File: src/rtl/processor_pkg.sv
// rtl/processor_pkg.sv - shared types and constants for the instruction-memory loader
package processor_pkg;

    localparam int          LOADER_ADDR_W = 7;
    localparam int          LOADER_DATA_W = 16;
    localparam int          LOADER_DEPTH  = 128;
    localparam logic [7:0]  LOADER_SYNC   = 8'hA5;

    typedef enum logic [2:0] {
        ST_IDLE,
        ST_COUNT,
        ST_HI,
        ST_LO,
        ST_CHECK,
        ST_DONE,
        ST_ERROR
    } loader_state_t;

endpackage

File: src/rtl/program_loader.sv
// rtl/program_loader.sv - framed byte stream to instruction-memory writer, holds CPU in reset until verified
module program_loader
    import processor_pkg::*;
#(
    parameter int         ADDR_W    = LOADER_ADDR_W,
    parameter int         DATA_W    = LOADER_DATA_W,
    parameter int         DEPTH     = LOADER_DEPTH,
    parameter logic [7:0] SYNC_BYTE = LOADER_SYNC
) (
    input  logic              Clk,
    input  logic              Reset,
    input  logic [7:0]        In_data,
    input  logic              In_valid,
    output logic              In_ready,
    output logic              IM_wr,
    output logic [ADDR_W-1:0] IM_addr,
    output logic [DATA_W-1:0] IM_data,
    output logic              Cpu_ResetN,
    output logic              Busy,
    output logic              Done,
    output logic              Error
);

    loader_state_t     state_q, state_d;
    logic [ADDR_W:0]   n_q, n_d;
    logic [ADDR_W:0]   ctr_q, ctr_d;
    logic [7:0]        chk_q, chk_d;
    logic [7:0]        hi_q, hi_d;
    logic              wr_q, wr_d;
    logic [ADDR_W-1:0] addr_q, addr_d;
    logic [DATA_W-1:0] data_q, data_d;
    logic              cpu_resetn_q, cpu_resetn_d;
    logic              accept;

    assign accept = In_valid;

    always_ff @(posedge Clk) begin
        if (Reset) begin
            state_q      <= ST_IDLE;
            n_q          <= '0;
            ctr_q        <= '0;
            chk_q        <= '0;
            hi_q         <= '0;
            wr_q         <= 1'b0;
            addr_q       <= '0;
            data_q       <= '0;
            cpu_resetn_q <= 1'b0;
        end else begin
            state_q      <= state_d;
            n_q          <= n_d;
            ctr_q        <= ctr_d;
            chk_q        <= chk_d;
            hi_q         <= hi_d;
            wr_q         <= wr_d;
            addr_q       <= addr_d;
            data_q       <= data_d;
            cpu_resetn_q <= cpu_resetn_d;
        end
    end

    always_comb begin
        state_d = state_q;
        n_d     = n_q;
        ctr_d   = ctr_q;
        chk_d   = chk_q;
        hi_d    = hi_q;
        wr_d    = 1'b0;
        addr_d  = addr_q;
        data_d  = data_q;
        if (accept) begin
            unique case (state_q)
                ST_IDLE, ST_DONE, ST_ERROR: begin
                    if (In_data == SYNC_BYTE) state_d = ST_COUNT;
                end
                ST_COUNT: begin
                    if (In_data == 8'd0 || int'(In_data) > DEPTH) begin
                        state_d = ST_ERROR;
                    end else begin
                        n_d     = In_data[ADDR_W:0];
                        ctr_d   = '0;
                        chk_d   = In_data;
                        state_d = ST_HI;
                    end
                end
                ST_HI: begin
                    hi_d    = In_data;
                    chk_d   = chk_q ^ In_data;
                    state_d = ST_LO;
                end
                ST_LO: begin
                    data_d = {hi_q, In_data};
                    addr_d = ctr_q[ADDR_W-1:0];
                    wr_d   = 1'b1;
                    chk_d  = chk_q ^ In_data;
                    // Counter is one bit wider than the address so a full-depth image ends cleanly.
                    if (ctr_q + 1'b1 == n_q) begin
                        state_d = ST_CHECK;
                    end else begin
                        ctr_d   = ctr_q + 1'b1;
                        state_d = ST_HI;
                    end
                end
                ST_CHECK: begin
                    state_d = (In_data == chk_q) ? ST_DONE : ST_ERROR;
                end
                default: state_d = ST_IDLE;
            endcase
        end
        cpu_resetn_d = (state_d == ST_DONE);
    end

    assign In_ready   = 1'b1;
    assign IM_wr      = wr_q;
    assign IM_addr    = addr_q;
    assign IM_data    = data_q;
    assign Cpu_ResetN = cpu_resetn_q;
    assign Busy       = (state_q == ST_COUNT) || (state_q == ST_HI) ||
                        (state_q == ST_LO)    || (state_q == ST_CHECK);
    assign Done       = (state_q == ST_DONE);
    assign Error      = (state_q == ST_ERROR);

endmodule

File: config.mk
export PLATFORM = sky130hd
export DESIGN_NAME = program_loader
export DESIGN_NICKNAME = d
export VERILOG_FILES = /design/src/rtl/processor_pkg.sv /design/src/rtl/program_loader.sv
export SDC_FILE = /design/constraint.sdc
export NUM_CORES = 1
export LEC_CHECK = 0
export BUFFER_PORTS_ARGS = -buffer_cell sky130_fd_sc_hd__buf_2
export CAP_MARGIN = 30
export CORE_MARGIN = 4
export CORE_UTILIZATION = 60
export DETAILED_ROUTE_END_ITERATION = 12
export PLACE_DENSITY_LB_ADDON = 0.1
export SYNTH_ARGS = -nofsm -noshare
export SYNTH_HDL_FRONTEND = slang
export SYNTH_SLANG_ARGS = --single-unit
File: constraint.sdc
create_clock -name Clk -period 7.4 [get_ports Clk]
set_input_delay 1.85 -clock Clk [delete_from_list [all_inputs] [get_ports Clk]]
set_output_delay 1.85 -clock Clk [all_outputs]
set_load 0.005 [all_outputs]
==> metrics.yaml <==
status:
  run_status: "completed"
min_path:
  hp-class: "reg -> reg"
logic_synthesis:
  synth-main-ff-cell: "dfxtp_1"
  yosysUniqueCellTypes: 53
  synth_seq_cells: 60
  ys_async_sr_fraction_pct: 0
  netlist_area_mm2: 0.00299
  postSynthAreaPerCell_um2: 8.18
  synth_top_family_by_area: "compound AO/OA/AOI/OAI gates"
  synth_xor_area_share_pct: 5.28
  compound_cell_area_share_of_the_yosys_netlist_pct: 23.0
  syn-num-nets: 377
  post_synth_inst_count: 365
  yosysSeqAreaShare_pct: 40.2
  yosys-mux-area-fraction_pct: 2.68
  yosys_warnings: 0
  synth-simple-area-share_pct: 22.8
  synth_enable_flop_cells: 0
  synth-adder-area-share_pct: 0.419
power_and_ir_drop:
  worst_ir_drop_vdd_mv: 0.128
  power.static_leakage_nw: 1.28
  power.density_cell_area_mw_per_mm2: 249
clock_network:
  clk_root_buffer_cell: "clkbuf_8"
  cts_resized: 0
  numClockSinks: 60
  bufs_on_longest_clock_path: 2
  cts_hold_buffers: 0
  clk_pin_slew_ns: 0.07
  cts_tree: "done"
  cts_made_buffers: 9
  cts-htree-levels: 3
  cts.repair_timing.setup_buffer_count: 0
  clk-insertion-delay-late_ns: 0.34
final_layout:
  diode_count: 0
  layout_common_cells: "78 x nand2_1, 60 x dfxtp_1, 38 x buf_2"
  mostFrequentLayoutCell: "nand2_1"
  number_of_non_filler_instances_in_the_completed_layout: 457
  drive_gt1_share_pct: 21.0
  finish.utilization_pct: 70.1
  area_growth_synth_to_finish_pct: 12.4
  finish.net_count: 397
  design_area_mm2: 0.00336
global_route:
  grt_antenna_before_repair: 0
  first_global_vias: 2504
  grt_first_pass_wirelength_um: 11800
  maximum_number_of_pins_on_one_net_before_global_route_repair: 49
  grt.overflow.total: 0
  grt_util_all_layers_pct: 24.2
timing:
  tightest_slew_ns: 0.784
  finalHoldViolCount: 0
  timing.final.crit_period_ns: 3.67
  clock.fmax_ghz: 0.272
  max_slew_margin_pct: 47.6
  final_min_period_over_clock_period_pct: 49.6
  finalSetupTns_ns: 0
  timing.final.setup_violations: 0
  report.final.slew_viol_count: 0
  finClkSkew_ns: 0.00677
  setup_repair_after_global_routing_missed_its_margin: "false"
worst_setup_path:
  crit_fanout: 8
  path_class: "in -> reg"
  cp.arrival_ns: 3.95
  critPathCaptureType: "flip-flop"
  required_time_reported_for_the_critical_path_endpoint_ns: 7.67
  crit_path_start_kind: "input pin"
floorplan:
  chipHeight_um: 78.6
  initial_core_utilization_pct: 62.4
  floorplan.die_area_mm2: 0.00617
  die_w_um: 78.6
  std_cell_rows: 25
  design.core.area_mm2: 0.00479
  io_pins: 40
detailed_routing:
  drt-pass1-iter-count: 4
  drt_via_density: 5.69
  antenna_left: 0
  avgRoutedWirePerCell_um: 15.3
  dr.first_iter.drc_count: 190
  detailroute.via_count: 2599
  detail_route.drc_violations: 0
  finalWirelength_um: 6980
place:
  dp_hpwl_um: 4740
  dp_cells: 441
  place.port_buffers: 38
  place_area_mm2: 0.00317
  place.gp.congestion: 0.862
flow_run:
  cap_viol_max_count: 0
## stage by stage
stage          power (W)  setup WS [ns]  hold WS, ns
6_report        0.000837           3.73        0.452
5_1_grt         0.000881           3.64        0.472
4_1_cts         0.000842           3.71        0.454
3_3_place_gp    0.000550           3.41        0.439
2_1_floorplan   0.000519           3.72        0.432
3_5_place_dp    0.000555           3.37        0.444
## synthesized netlist by cell type (2+ instances only)
library cell,instances,area (µm²)
nand3_1,10,50.1
o21ai_0,4,20.0
a21oi_1,36,180
a31o_1,2,17.5
nand4_1,3,18.8
nand2b_1,7,43.8
buf_2,5,25.0
or3_1,3,18.8
xor2_1,11,96.3
nor3_1,6,30.0
inv_1,4,15.0
buf_6,2,22.5
buf_4,2,15.0
nor2b_1,3,18.8
mux2i_1,8,80.1
clkbuf_1,22,82.6
o21ai_2,8,70.1
nand2_1,78,293
a31o_2,3,26.3
nor4_1,3,18.8
nor2_1,24,90.1
dfxtp_1,60,1200
a31oi_1,2,12.5
o41ai_1,4,35.0
xnor2_1,7,61.3
a21oi_2,8,70.1
o211ai_1,13,97.6
and2_1,2,12.5
## power breakdown
group	internal (W)	leakage (nW)	total (W)	switching, W
Combinational	0.0000651	0.704	0.000171	0.000106
Clock	0.000155	0.0927	0.000288	0.000132
Sequential	0.000346	0.484	0.000379	0.0000326
## final timing paths
| check | end | startpoint | cells past startpoint | slack (ns) |
|---|---|---|---|---|
| max | chk_q[6] | In_data[4] | 7 | 3.73 |
| min | IM_addr[1] | IM_addr[1] | 2 | 0.45 |
| max reg2reg | ctr_q[1] | ctr_q[0] | 7 | 4.57 |
| min reg2reg | IM_addr[1] | IM_addr[1] | 2 | 0.45 |
## metal layers
layer / track usage (%) / vias up / part of all wire [%] / wire (µm)
li1: - / 1297 / - / -
met1: 31.1 / 1234 / 45 / 3130
met2: 38.6 / 56 / 48 / 3370
met3: 5.96 / 12 / 5.2 / 365
met4: 10.5 / 0 / 1.6 / 113
met5: 0 / - / 0 / 0
## cell families (layout without fill, tap and decap cells)
kind of cell / count (synthesis) / after routing
AOI/OAI and AO/OA: 93 / 93
xor gates and xnor gates: 18 / 18
adders and majority gates: 1 / 1
buffers and inverters: 36 / 61
DFF: 60 / 60
muxes: 8 / 8
other: 1 / 1
and+or+nand+nor: 148 / 148
## final cells by class
type,count,area [µm²]
Multi-Input combinational cell,269,1620
Clock buffer,10,128
Clock inverter,6,63.8
Tap cell,67,83.8
Inverter,4,15.0
Fill cell,419,1430
Sequential cell,60,1200
Timing Repair Buffer,41,245
## critical path: stages
cell	delay (ns)
buf_2	0.16
or4_4	0.59
or3_4	0.42
a31oi_4	0.21
or3b_1	0.45
o21ai_2	0.12
a21oi_2	0.14
## flip-flops by register name, indices dropped and copies added, names as in the netlist, 3 cells and up
name     count
IM_addr      7
IM_data     16
chk_q        8
ctr_q        8
hi_q         8
n_q          8
state_q      3
Power figures use the tool's default switching activity.
